**src/rtl/shift_if.sv**
```systemverilog
`default_nettype none
// ----------------------------------------------------------------------------
// shift_if : operand-2 bus between the register file, the barrel shifter and the ALU
// Revision : 1.0
// ----------------------------------------------------------------------------
interface shift_if;
  logic [2:0]  SHIFT_OP;
  logic [31:0] Shift_Data;
  logic [7:0]  Shift_Num;
  logic        Carry_flag;
  logic [31:0] Shift_Out;
  logic        Shift_Carry_Out;

  modport master (
    output SHIFT_OP, Shift_Data, Shift_Num, Carry_flag,
    input  Shift_Out, Shift_Carry_Out
  );

  modport slave (
    input  SHIFT_OP, Shift_Data, Shift_Num, Carry_flag,
    output Shift_Out, Shift_Carry_Out
  );
endinterface
`default_nettype wire

```
**src/rtl/shift.sv**
```systemverilog
`default_nettype none
// ----------------------------------------------------------------------------
// shift    : combinational ARM barrel shifter (LSL/LSR/ASR/ROR/RRX) with carry-out
// Revision : 1.0
// ----------------------------------------------------------------------------
module shift (
  input  logic   clk,
  input  logic   rst,
  shift_if.slave bus
);
  localparam logic [1:0] T_LSL = 2'b00;
  localparam logic [1:0] T_LSR = 2'b01;
  localparam logic [1:0] T_ASR = 2'b10;
  localparam logic [1:0] T_ROR = 2'b11;

  logic [31:0] d;
  logic [7:0]  n;
  logic [4:0]  sh;
  logic [1:0]  typ;
  logic        reg_amt;
  logic        cin;
  logic        sign;
  logic [31:0] fill;
  logic [31:0] lsl_v;
  logic [31:0] lsr_v;
  logic [31:0] asr_v;
  logic [31:0] ror_v;
  logic        lsl_c;
  logic        right_c;
  logic        n_small;
  logic        n_is_32;
  logic [31:0] out;
  logic        c;
  logic        unused_clk_rst;

  // The shifter is purely combinational; clk/rst exist only for interface uniformity.
  assign unused_clk_rst = clk ^ rst;

  assign d       = bus.Shift_Data;
  assign n       = bus.Shift_Num;
  assign sh      = n[4:0];
  assign typ     = bus.SHIFT_OP[2:1];
  assign reg_amt = bus.SHIFT_OP[0];
  assign cin     = bus.Carry_flag;
  assign sign    = d[31];
  assign fill    = {32{sign}};

  assign lsl_v   = d << sh;
  assign lsr_v   = d >> sh;
  assign asr_v   = $signed(d) >>> sh;
  assign ror_v   = (d >> sh) | (d << (5'd0 - sh));
  // Last bit shifted out: bit (32-sh) going left, bit (sh-1) going right.
  assign lsl_c   = d[5'd0 - sh];
  assign right_c = d[sh - 5'd1];
  assign n_small = (n[7:5] == 3'b000);
  assign n_is_32 = (n == 8'd32);

  always_comb begin
    out = d;
    c   = cin;
    if (!reg_amt) begin
      if (sh == 5'd0) begin
        // Immediate #0 encodes LSR/ASR #32 and RRX.
        case (typ)
          T_LSL: begin out = d;               c = cin;  end
          T_LSR: begin out = 32'd0;           c = sign; end
          T_ASR: begin out = fill;            c = sign; end
          T_ROR: begin out = {cin, d[31:1]};  c = d[0]; end
          default: begin out = d;             c = cin;  end
        endcase
      end else begin
        case (typ)
          T_LSL: begin out = lsl_v; c = lsl_c;   end
          T_LSR: begin out = lsr_v; c = right_c; end
          T_ASR: begin out = asr_v; c = right_c; end
          T_ROR: begin out = ror_v; c = right_c; end
          default: begin out = d;   c = cin;     end
        endcase
      end
    end else if (n != 8'd0) begin
      case (typ)
        T_LSL: begin
          if (n_small)      begin out = lsl_v; c = lsl_c; end
          else if (n_is_32) begin out = 32'd0; c = d[0];  end
          else              begin out = 32'd0; c = 1'b0;  end
        end
        T_LSR: begin
          if (n_small)      begin out = lsr_v; c = right_c; end
          else if (n_is_32) begin out = 32'd0; c = sign;    end
          else              begin out = 32'd0; c = 1'b0;    end
        end
        T_ASR: begin
          if (n_small) begin out = asr_v; c = right_c; end
          else         begin out = fill;  c = sign;    end
        end
        T_ROR: begin
          if (sh != 5'd0) begin out = ror_v; c = right_c; end
          else            begin out = d;     c = sign;    end
        end
        default: begin out = d; c = cin; end
      endcase
    end
  end

  assign bus.Shift_Out       = out;
  assign bus.Shift_Carry_Out = c;
endmodule
`default_nettype wire

```
**src/flat_wrapper.sv**
```systemverilog
// flat-port wrapper written by rule: the top's interface ports become plain ports
module shift_flat 
  (clk, rst, bus_SHIFT_OP, bus_Shift_Data, bus_Shift_Num, bus_Carry_flag, bus_Shift_Out, bus_Shift_Carry_Out);
  shift_if bus_i ();
  input  logic clk;
  input  logic rst;
  input wire logic [$bits(bus_i.SHIFT_OP)-1:0] bus_SHIFT_OP;
  input wire logic [$bits(bus_i.Shift_Data)-1:0] bus_Shift_Data;
  input wire logic [$bits(bus_i.Shift_Num)-1:0] bus_Shift_Num;
  input wire logic [$bits(bus_i.Carry_flag)-1:0] bus_Carry_flag;
  output wire logic [$bits(bus_i.Shift_Out)-1:0] bus_Shift_Out;
  output wire logic [$bits(bus_i.Shift_Carry_Out)-1:0] bus_Shift_Carry_Out;
  assign bus_i.SHIFT_OP = bus_SHIFT_OP;
  assign bus_i.Shift_Data = bus_Shift_Data;
  assign bus_i.Shift_Num = bus_Shift_Num;
  assign bus_i.Carry_flag = bus_Carry_flag;
  assign bus_Shift_Out = bus_i.Shift_Out;
  assign bus_Shift_Carry_Out = bus_i.Shift_Carry_Out;
  shift u_core (.clk(clk), .rst(rst), .bus(bus_i));
endmodule
```
**config.mk**
```make
export PLATFORM = sky130hd
export DESIGN_NAME = shift_flat
export DESIGN_NICKNAME = d
export VERILOG_FILES = /design/src/rtl/shift_if.sv /design/src/rtl/shift.sv /design/src/flat_wrapper.sv
export SDC_FILE = /design/constraint.sdc
export NUM_CORES = 1
export LEC_CHECK = 0
export BUFFER_PORTS_ARGS = -buffer_cell sky130_fd_sc_hd__buf_2
export CORE_ASPECT_RATIO = 2
export CORE_MARGIN = 10
export CORE_UTILIZATION = 40
export DETAILED_ROUTE_END_ITERATION = 10
export PLACE_DENSITY = 0.61
export RECOVER_POWER = 25
export SLEW_MARGIN = 0
export SYNTH_ARGS = -nofsm -noshare
export SYNTH_HDL_FRONTEND = slang
export SYNTH_SLANG_ARGS = --single-unit
```
**constraint.sdc**
```tcl
create_clock -name vclk -period 3.55
set_input_delay 0.355 -clock vclk [all_inputs]
set_output_delay 0.355 -clock vclk [all_outputs]
set_load 0.01 [all_outputs]
```
==> flow_metrics.env <==
export IMPL_start_util_pct=40.6
export IMPL_dpl_cell_area_um2=11200
export IMPL_critPathMaxFanout=15
export IMPL_drv_slew=0
export IMPL_p_leak_nw=4.38
export IMPL_seq_area_um2=0
export IMPL_syn_mean_instance_area_um2=7.44
export IMPL_fin_util_pct=48.9
export IMPL_period_minus_slack_ns=3.52
export IMPL_syn_area_um2=9430
export IMPL_hold_class="in2out"
export IMPL_die_y_um=237
export IMPL_fin_cells=1672
export IMPL_ys_warn_count=0
export IMPL_synth_nets=1319
export IMPL_drt_iter0_drc=2180
export IMPL_antenna_found_initial=3
export IMPL_place_gp_congestion=1.19
export IMPL_tightest_slew_ns=1.00
export IMPL_syn_inst=1267
export IMPL_critPathLaunchType="primary input"
export IMPL_critical_path_buf_inv_count=5
export IMPL_fin_area_um2=11400
export IMPL_setup_tns_final_ns=0
export IMPL_drc=0
export IMPL_io_pin_count=79
export IMPL_post_drt_wl_per_cell_um=38.7
export IMPL_nClkBuffers=0
export IMPL_max_vdd_ir_drop_mv=0.151
export IMPL_num_vias=13012
export IMPL_first_global_vias=12732
export IMPL_port_buffers=77
export IMPL_fin_hold_ws_ns=1.28
export IMPL_path_cells="buf_6 > inv_2 > ha_1 > buf_4 > nor3b_1 > ha_2 > inv_1 > o21ai_0 > a211oi_1 > o211ai_1 > o32a_1 > buf_2"
export IMPL_worstPathArrival_ns=3.17
export IMPL_grt_max_degree=64
export IMPL_p_per_area_nw_per_um2=203
export IMPL_ant_nets=0
export IMPL_yosysUniqueCellTypes=82
export IMPL_syn2layout_area_growth_pct=20.5
export IMPL_worst_slack_ns=0.0298
export IMPL_core_um2=23200
export IMPL_hp_start="bus_Carry_flag"
export IMPL_grt_pass1_wl_um=92000
export IMPL_cp_end_kind="primary output"
export IMPL_wirelength_um=64700
export IMPL_nets=1443
export IMPL_crit_family="compound AO/OA/AOI/OAI gates"
export IMPL_final_hold_violation_count=0
export IMPL_max_slew_margin_pct=32.1
export IMPL_yosysSeqAreaShare_pct=0
export IMPL_fin_crit_sh_pct=99.2
export IMPL_antenna_cells=0
export IMPL_fmax_ghz=0.284
export IMPL_rows=79
export IMPL_grt_ovfl_total=0
export IMPL_seq_cells=0
export IMPL_die_w_um=129
export IMPL_ctsHoldBuffers=0
export IMPL_drive_gt1_share_pct=34.2
export IMPL_status="finished clean"
export IMPL_via_per_inst=7.78
export IMPL_die_area_um2=30500
export IMPL_grt_use_total_pct=40.8
export IMPL_cp_slowest_stage_delay_ns=0.56
export IMPL_total_power_mw=2.31
export IMPL_setup_viol=0
export IMPL_hpwl_um=49700
export IMPL_first_pass_iters=8
export IMPL_crit_path_start="bus_Shift_Num[0]"
export IMPL_critPathKind="in2out"
export IMPL_required_ns=3.19
export IMPL_dpl_cell_count=1670
export IMPL_drv_cap=0
export IMPL_crit_slowest_cell="inv_1"
export IMPL_pre_cts_ws_ns=0.00884
## repair_timing
item	CTS	global route
cloned	0	1
setup endpoints to repair	1	19
setup buffers	0	1
gates resized for setup	1	30
pin swaps	0	1
## metal layers
metal  wire length (µm)  vias up  track usage [%]
li1                   -     5249                -
met1              20600     6181             44.6
met2              29500     1170             65.7
met3               6900      408             8.95
met4               7630        4             33.3
met5                 34        -                0
## cell type report
type / instances / area [µm²]
inverters: 19 / 75.1
repair buffers: 290 / 2230
well taps: 283 / 354
multi-input cells: 1080 / 8700
fillers: 2327 / 11900
## where the power goes
| group | internal [mW] | switching [mW] | total, mW |
|---|---|---|---|
| registers | 0 | 0 | 0 |
| logic | 0.906 | 1.40 | 2.31 |
| clock network | 0 | 0 | 0 |
| total | 0.906 | 1.40 | 2.31 |
## worst paths after layout
path	to	depth (start not counted)
worst min-delay path	bus_Shift_Carry_Out	5
worst max-delay path	bus_Shift_Out[19]	12
## synthesized netlist by cell type (all sizes together) (5+ instances only)
cell	number	area share [%]
a221oi	14	1.3
inv	18	0.72
mux2	40	4.8
nand3	48	2.5
clkbuf	110	4.4
nand2b	9	0.60
mux4	110	26
a22o	7	0.65
o2bb2ai	10	0.93
or2	6	0.40
and2	6	0.40
nor2	116	4.6
nand4	8	0.53
o21ai	141	7.5
o31ai	10	0.85
a21oi	77	4.1
mux2i	75	8.1
a22oi	15	1.2
nor2b	13	0.86
o32ai	5	0.46
o22ai	29	1.9
o2111ai	7	0.72
or3	5	0.33
o211ai	22	1.8
nand2	135	5.4
a211oi	31	2.5
a31oi	19	1.3
ha	6	0.80
o221ai	17	1.6
o311ai	8	0.74
buf	58	4.0
nor3	27	1.5
## cells in the final DEF (no fill, tap or decap), types with 14 or more instances in the layout
cell	synthesis	final
o221ai_1	17	17
o22ai_1	29	28
o21ai_0	132	131
inv_1	14	14
nor2_1	116	116
nand3_1	48	48
a21oi_1	77	76
mux2_2	31	31
mux2i_1	73	68
o211ai_1	21	21
a31oi_1	19	18
a22oi_1	14	14
nand2_1	134	134
nor3_1	26	25
buf_4	7	192
mux4_2	106	106
buf_2	23	74
a211oi_1	31	30
## kinds of logic after synthesis
group	synth area share, %
fa+ha+maj	0.796
xor+xnor	0.358
compound gates	32.5
simple gates	17.9
mux	39.4
buf+inv	9.09
No activity file was read; power rests on OpenSTA's default activity.
